`src/rtl/multiplier_pkg.sv`:
```
// Shared constants and types for the sequential radix-4 Booth multiplier.
package multiplier_pkg;
    localparam int OP_W       = 32;                  // operand width
    localparam int ACC_W      = 34;                  // accumulator width (holds +/-2M)
    localparam int P_W        = ACC_W + OP_W + 1;    // {A, Q, q_-1}
    localparam int MULT_STEPS = 16;                  // radix-4: two bits per step
    localparam int CNT_W      = $clog2(MULT_STEPS);
    localparam logic [CNT_W-1:0] LAST_STEP = CNT_W'(MULT_STEPS - 1);

    typedef enum logic [1:0] {IDLE, RUN, DONE} state_t;

    // Partial-product selector produced by the Booth recoder
    typedef enum logic [2:0] {ZERO, POS1, POS2, NEG1, NEG2} booth_sel_t;
endpackage

```
`src/rtl/multiplier_booth_r4_recoder.sv`:
```
// Radix-4 Booth recoder: maps the window {Q[1:0], q_-1} onto a selector.
module booth_r4_recoder
    import multiplier_pkg::*;
(
    input  logic [2:0]  window,
    output booth_sel_t  sel
);
    // Standard radix-4 Booth table
    always_comb begin
        sel = ZERO;
        case (window)
            3'b001, 3'b010: sel = POS1;
            3'b011:         sel = POS2;
            3'b100:         sel = NEG2;
            3'b101, 3'b110: sel = NEG1;
            default:        sel = ZERO;
        endcase
    end
endmodule

```
`src/rtl/multiplier.sv`:
```
// Sequential signed 32x32 multiplier, radix-4 Booth, 16 steps.
// Optional build macro MULT_HI_WORD_EN adds the registered high-word output.
module multiplier
    import multiplier_pkg::*;
(
    input  logic            clk,
    input  logic            clr,
    input  logic            ctrl_MULT,
    input  logic [OP_W-1:0] data_operandA,
    input  logic [OP_W-1:0] data_operandB,
    output logic [OP_W-1:0] mult_result,
    output logic            mult_exception,
    output logic            mult_ready
`ifdef MULT_HI_WORD_EN
    ,
    output logic [OP_W-1:0] mult_result_hi
`endif
);
    state_t                  state, state_nxt;
    logic [CNT_W-1:0]        cnt;
    logic [ACC_W-1:0]        mcand;
    logic [P_W-1:0]          p_reg;
    booth_sel_t              sel;
    logic [ACC_W-1:0]        pp;
    logic [ACC_W-1:0]        a_sum;
    logic signed [P_W-1:0]   p_sum;
    logic [P_W-1:0]          p_step;
    logic [2*OP_W-1:0]       product;
    logic                    ovf;
    logic                    enter_done;

    booth_r4_recoder u_recoder (
        .window (p_reg[2:0]),
        .sel    (sel)
    );

    // Partial-product select, accumulate, then arithmetic shift by two
    always_comb begin
        pp = '0;
        case (sel)
            POS1:    pp = mcand;
            POS2:    pp = mcand << 1;
            NEG1:    pp = -mcand;
            NEG2:    pp = -(mcand << 1);
            default: pp = '0;
        endcase
    end

    assign a_sum   = p_reg[P_W-1 -: ACC_W] + pp;
    assign p_sum   = {a_sum, p_reg[OP_W:0]};
    assign p_step  = p_sum >>> 2;
    // After the last step {A[31:0], Q} is the full product
    assign product = p_step[2*OP_W:1];
    // Overflow when product[63:31] is not a pure sign extension
    assign ovf     = !((&product[2*OP_W-1:OP_W-1]) || !(|product[2*OP_W-1:OP_W-1]));

    assign enter_done = (state == RUN) && !ctrl_MULT && (cnt == LAST_STEP);
    assign mult_ready = (state == DONE);

    // State register
    always_ff @(posedge clk or posedge clr) begin
        if (clr) state <= IDLE;
        else     state <= state_nxt;
    end

    // Next-state logic; a start strobe in any state (re)loads and runs
    always_comb begin
        state_nxt = state;
        case (state)
            IDLE: if (ctrl_MULT) state_nxt = RUN;
            RUN:  if (!ctrl_MULT && cnt == LAST_STEP) state_nxt = DONE;
            DONE: state_nxt = ctrl_MULT ? RUN : IDLE;
            default: state_nxt = IDLE;
        endcase
    end

    // Operand load and Booth iteration
    always_ff @(posedge clk or posedge clr) begin
        if (clr) begin
            mcand <= '0;
            p_reg <= '0;
            cnt   <= '0;
        end else if (ctrl_MULT) begin
            mcand <= {{(ACC_W-OP_W){data_operandA[OP_W-1]}}, data_operandA};
            p_reg <= {{ACC_W{1'b0}}, data_operandB, 1'b0};
            cnt   <= '0;
        end else if (state == RUN) begin
            p_reg <= p_step;
            cnt   <= cnt + 1'b1;
        end
    end

    // Output registers only change on DONE entry, so no partial values leak out
    always_ff @(posedge clk or posedge clr) begin
        if (clr) begin
            mult_result    <= '0;
            mult_exception <= 1'b0;
`ifdef MULT_HI_WORD_EN
            mult_result_hi <= '0;
`endif
        end else if (enter_done) begin
            mult_result    <= product[OP_W-1:0];
            mult_exception <= ovf;
`ifdef MULT_HI_WORD_EN
            mult_result_hi <= product[2*OP_W-1:OP_W];
`endif
        end
    end
endmodule

```
`config.mk`:
```
export PLATFORM = sky130hd
export DESIGN_NAME = multiplier
export DESIGN_NICKNAME = d
export VERILOG_FILES = /design/src/rtl/multiplier_pkg.sv /design/src/rtl/multiplier_booth_r4_recoder.sv /design/src/rtl/multiplier.sv
export SDC_FILE = /design/constraint.sdc
export NUM_CORES = 1
export LEC_CHECK = 0
export ABC_AREA = 1
export CAP_MARGIN = 30
export CORE_MARGIN = 2
export CORE_UTILIZATION = 59
export CTS_CLUSTER_SIZE = 40
export DETAILED_ROUTE_END_ITERATION = 10
export MAX_ROUTING_LAYER = met4
export PLACE_DENSITY_LB_ADDON = 0.1
export RECOVER_POWER = 25
export SLEW_MARGIN = 40
export SYNTH_ARGS = -nofsm -noshare
export SYNTH_HDL_FRONTEND = slang
export SYNTH_HIERARCHICAL = 1
export SYNTH_SLANG_ARGS = --single-unit
```
`constraint.sdc`:
```
create_clock -name clk -period 12.2 [get_ports clk]
set_input_delay 2.44 -clock clk [delete_from_list [all_inputs] [get_ports clk]]
set_output_delay 2.44 -clock clk [all_outputs]
set_load 0.02 [all_outputs]
```
==> results of run 1 <==
-- critical path, stage by stage --
cell and delay, ns:
buf_2 0.08, clkbuf_1 2.62, nor2_2 0.16, clkinv_2 0.65, nor2_1 0.15, inv_1 0.08
buf_4 0.40, o21ai_0 0.16
-- through the flow --
step	area [sq um]	hold WS, ns
floorplan	9790	0.433
global placement	11000	0.457
detailed placement	11000	0.455
CTS	11600	0.489
global route	11600	0.505
finish	11600	0.484
-- per-layer routing --
metal / global-route usage (%) / part of all wire (%) / up-vias
met3: 5.25 / 6.7 / 32
li1: - / - / 4916
met1: 49.2 / 47 / 4616
met5: - / 0 / -
met2: 52.5 / 45 / 389
met4: 7.23 / 1.2 / 0
-- cell type report --
type | instances | area (sq um)
clock inverters | 10 | 144
inverters | 215 | 811
multi-input cells | 1085 | 5430
flip-flops and latches | 136 | 3400
well taps | 220 | 275
repair buffers | 108 | 1050
clock buffers | 19 | 453
fillers | 1401 | 4840
-- power by group through the flow --
stage / Clock (W) / Combinational (W) / Sequential (W)
after global routing: 0.000556 / 0.00111 / 0.000594
after floorplan: 0 / 0.000691 / 0.000578
after CTS: 0.000536 / 0.000975 / 0.000584
after detailed placement: 0 / 0.000966 / 0.000590
after global placement: 0 / 0.000954 / 0.000588
final: 0.000533 / 0.00100 / 0.000586
-- cell usage in the layout (no fill, tap or decap), types with 3 or more instances in the layout --
master	n
buf_4	5
nor2_1	102
xor2_1	26
nand2_2	12
nand4_1	18
clkinv_2	3
nand3_2	3
a21oi_1	36
o211ai_1	15
ha_1	35
a221oi_1	6
nor3_1	16
clkdlybuf4s50_1	98
a221o_1	4
o2111ai_1	6
bufinv_16	3
nor2_4	7
o21ai_0	107
inv_2	11
clkbuf_16	17
o21bai_1	3
clkinvlp_4	3
nand2_1	510
nor2_2	12
o221ai_1	10
and2_1	7
nand3_1	94
a22o_1	5
nand3b_1	3
inv_1	201
dfrtp_1	136
o22ai_1	17
o21ai_1	15
xnor2_1	4
-- how the worst max path moves through the flow --
stage / start / to / slack [ns]
final: ctrl_MULT / mult_result[14] / 5.63
after global placement: ctrl_MULT / mult_result[31] / 7.29
after global routing: ctrl_MULT / mult_result[2] / 5.07
after CTS: p_reg[1] / mult_exception / 7.39
after floorplan: clr / cnt[0] / 6.12
after detailed placement: ctrl_MULT / mult_result[14] / 7.21
-- cell families after synthesis --
family,synth area share (%)
xor+xnor,2.68
buf+inv,9.87
compound gates,13.9
flops,34.8
fa+ha+maj,4.68
simple gates,34.1
==> flow_summary.yaml, run 1 <==
run_status:
  outcome: "finished, violations left"
  violations: "capacitance limit, slew limit"
synth:
  synth_common_cells: "nand2_1, inv_1, dfrtp_1, o21ai_0, nor2_1"
  synth_top_area_share_pct: 34.8
  synthCells: 1477
  postSynth.asyncResetShare_pct: 100
  synth-edff-count: 0
  yosysTopAreaCell: "dfrtp_1"
  yosysUniqueCellTypes: 42
  yosys_most_used_dff: "dfrtp_1"
  synth_area_per_cell_sq_um: 6.63
  yosys.cell_count.top_type: "nand2_1"
  syn-num-nets: 1580
  synth-seq-cells: 136
  synth_area_sq_um: 9790
  yosys_warnings: 6
  netlist_top_cells_area: "dfrtp_1, nand2_1, inv_1, o21ai_0, nand3_1"
  ys_seq_area_share_pct: 34.8
cts:
  worst_skew_pair.late_latency_ns: 0.42
  post_cts_buffers: 0
  cts.path.max_buffers: 2
  cts_sinks: 136
  cts_made_buffers: 17
  cts_hold_buf: 0
  cts_resized: 0
  clk_pin_slew_ns: 0.06
  h-tree-depth: 4
  root_buffer: "clkbuf_16"
  cts_tree: "yes"
layout:
  fin_cells: 1793
  drive_gt1_share_pct: 5.79
  utilization_pct: 70.5
  antennaDiodeCount: 0
  final_nets: 1666
  largest_reg_flops: 65
  syn_to_final_growth_pct: 18.2
placed_design:
  place_inst: 1764
  globalplace.congestion: 0.975
  port_buffers: 100
  place_ws_ns: 7.21
  dp_hpwl_mm: 21.6
power:
  power.total_w: 0.00212
  switching_share_pct: 44.0
  p_seq_share_pct: 27.7
  p_sw_w: 0.000933
  intPower_w: 0.00119
  p_leak_nw: 5.76
  peakVddDrop_v: 0.000139
  power.density_nw_per_um2: 183
  pwr-share-clk_pct: 25.1
  combinationalPowerShare_pct: 47.2
worst_setup_path:
  r2r_end: "mult_exception"
  crit_arrival_ns: 6.84
  rr_worst_depth: 24
  worst-path-max-fanout: 100
  cp-start-kind: "input port"
  timing.rr.start: "p_reg[1]"
  worstPathRequired_ns: 12.48
  end_kind: "flip-flop"
  ff2ff_setup_slack_ns: 7.18
  worstSetupPathType: "in -> reg"
floorplanning:
  core_sq_um: 16400
  start_util_pct: 59.7
  num_rows: 47
  ios: 101
  die_h_microns: 133
  dieArea_sq_um: 17600
  die_w_microns: 133
worst_hold_path:
  holdPathStages: 2
  hold-path-endpoint: "mult_result[25]"
  hold_class: "reg -> reg"
  min-delay-start: "mult_result[25]"
drt:
  wire_per_inst_microns: 16.1
  avgViaCountPerCell: 5.55
  drtAntennaViolNets: 0
  drtIter0Drc: 975
  routed_wl_mm: 28.8
  first_pass_iters: 6
  post-route-drc-count: 0
  dr_total_vias: 9953
global_routing:
  track_usage_pct: 34.5
  antenna_found_initial: 0
  grt_pass1_vias: 9232
  grt_max_degree: 101
  grt_pass1_wl_mm: 46.5
  grt_overflow: 0
sta:
  slew_headroom_pct: -151
  final_max_slew_viol_count: 157
  setup_slack_ns: 5.63
  tightest_slew_ns: 3.76
  final.min_clock_period_ns: 6.57
  period_share_pct: 53.8
  setup_tns_ns: 0
  timing_hold_violations_final: 0
  max_freq_mhz: 152
  rsz0062_at_grt: "false"
  fin_worst_skew_ns: 0.00720
  setup_viol: 0
run:
  maxCapViolCount: 2
No activity file was read; power rests on OpenSTA's default activity.
==> run 2, diff against run 1 <==
--- a/config.mk
+++ b/config.mk
@@ -8,7 +8,7 @@
 export ABC_AREA = 1
 export CAP_MARGIN = 30
 export CORE_MARGIN = 2
-export CORE_UTILIZATION = 59
+export CORE_UTILIZATION = 58
 export CTS_CLUSTER_SIZE = 40
 export DETAILED_ROUTE_END_ITERATION = 10
 export MAX_ROUTING_LAYER = met4
==> constraint.sdc (replaced) <==
create_clock -name clk -period 6.1 [get_ports clk]
set_input_delay 1.22 -clock clk [delete_from_list [all_inputs] [get_ports clk]]
set_output_delay 1.22 -clock clk [all_outputs]
set_load 0.02 [all_outputs]
==> run 2 against run 1 <==
Against the previous run:
- the flow still finishes with violations (capacitance limit, slew limit)
- power rose by 100%
- first-iteration DRC count rose by 29%
- worst hold slack improved by 0.0040 ns
- setup slack worse by 4.2 ns
- clock-buffer cell count down 2
- core utilization down 0.19 points
- sequential power up 100%
- critical path type is now reg -> reg
- critical endpoint is now mult_exception
- largest cell class unchanged
==> flow_summary.yaml, run 2 (same netlist as run 1, synthesis figures left out) <==
run_status:
  outcome: "finished, violations left"
  violations: "capacitance limit, slew limit"
placed_design:
  place_area_sq_um: 11000
  dp_hpwl_mm: 22.6
  place_ws_ns: 1.58
  globalplace.congestion: 1.09
  place_inst: 1766
  port_buffers: 100
worst_hold_path:
  holdPathStages: 2
  hold-path-endpoint: "mult_result[23]"
  hold_class: "reg -> reg"
  min-delay-start: "mult_result[23]"
cts:
  cts.path.max_buffers: 2
  cts_tree: "yes"
  h-tree-depth: 4
  cts_resized: 0
  cts_hold_buf: 0
  cts_sinks: 136
  cts_made_buffers: 17
  clk_pin_slew_ns: 0.07
  post_cts_buffers: 0
  root_buffer: "clkbuf_16"
  worst_skew_pair.late_latency_ns: 0.44
global_routing:
  grt_pass1_wl_mm: 48.6
  grt_max_degree: 106
  antenna_found_initial: 2
  grt_overflow: 0
  track_usage_pct: 35.6
  grt_pass1_vias: 9488
sta:
  final.min_clock_period_ns: 4.71
  slew_headroom_pct: -152
  setup_tns_ns: 0
  timing_hold_violations_final: 0
  rsz0062_at_grt: "false"
  final_max_slew_viol_count: 100
  max_freq_mhz: 212
  period_share_pct: 77.2
  tightest_slew_ns: 3.79
  setup_slack_ns: 1.39
  fin_worst_skew_ns: 0.0132
  hold_ws_ns: 0.488
  setup_viol: 0
floorplanning:
  num_rows: 47
  dieArea_sq_um: 17900
  die_w_microns: 134
  core_sq_um: 16500
  ios: 101
  start_util_pct: 59.2
  die_h_microns: 134
worst_setup_path:
  rr_worst_depth: 26
  end_kind: "flip-flop"
  ff2ff_setup_slack_ns: 1.39
  cpMaxStageDelayCell: "o21ai_0"
  timing.rr.start: "mcand[0]"
  cp-start-kind: "flip-flop"
  crit_arrival_ns: 5.05
  path_common_cell: "nand2_1"
  worstSetupPathType: "reg -> reg"
  path_delay_family: "simple AND/OR/NAND/NOR gates"
  max_stage_delay_ns: 0.57
  cp.depth: 26
  path_buf_inv: 1
  worst-path-max-fanout: 6
  r2r_end: "mult_exception"
  worstPathRequired_ns: 6.44
layout:
  final_nets: 1668
  drive_gt1_share_pct: 6.02
  layout_commonest_cell: "nand2_1"
  largest_reg_flops: 65
  fin_area_sq_um: 11600
  mostFrequentLayoutCells: "nand2_1, inv_1, dfrtp_1, o21ai_0, nor2_1"
  fin_cells: 1800
  nFillCells: 1418
  syn_to_final_growth_pct: 18.7
drt:
  drtAntennaViolNets: 0
  dr_total_vias: 10200
  avgViaCountPerCell: 5.68
  post-route-drc-count: 0
  wire_per_inst_microns: 16.8
  drtIter0Drc: 1255
  routed_wl_mm: 30.3
  first_pass_iters: 8
power:
  peakVddDrop_v: 0.000269
  power.density_nw_per_um2: 367
  p_leak_nw: 5.78
run:
  maxCapViolCount: 1
[run 2: power breakdown]
part           total, W  switching [W]  internal (W)
clock network   0.00109       0.000495      0.000594
registers       0.00117       0.000115       0.00106
logic           0.00200        0.00134      0.000654
total           0.00426        0.00195       0.00231
[run 2: worst max-delay path by stage]
stage / from / endpoint / slack [ns]
floorplan: clr / cnt[0] / 1.24
global placement: mcand[0] / mult_exception / 1.64
detailed placement: mcand[0] / mult_exception / 1.58
CTS: mcand[0] / mult_exception / 1.58
global route: ctrl_MULT / state[0] / 1.08
finish: mcand[0] / mult_exception / 1.39
[run 2: final cells by class]
class,count,area [sq um],share of cell area [%]
Antenna cell,2,5.00,0.0431
Sequential cell,136,3400,29.3
Clock inverter,15,200,1.72
Tap cell,220,275,2.37
Inverter,215,816,7.02
Multi-Input combinational cell,1085,5430,46.7
Clock buffer,17,425,3.66
Timing Repair Buffer,110,1070,9.17
[run 2: per-layer routing]
layer  share of wire, %  global-route usage, %
met3                8.8                   7.71
met2                 45                   53.6
met1                 44                   48.8
met5                  0                      -
met4                2.4                   9.93
[run 2: worst reg2reg max path: cells and delay by family (launching register included)]
family / cells / cell delay, ns
simple gates: 19 / 1.97
compound gates: 3 / 1.30
fa+ha+maj: 2 / 0.69
flops: 1 / 0.39
xor+xnor: 1 / 0.15
buf+inv: 1 / 0.11
[run 2: per-stage QoR]
stage	total power (W)	util (%)
floorplan	0.00254	-
global placement	0.00308	66.5
detailed placement	0.00310	66.5
CTS	0.00420	70.3
global route	0.00452	70.3
finish	0.00426	70.3
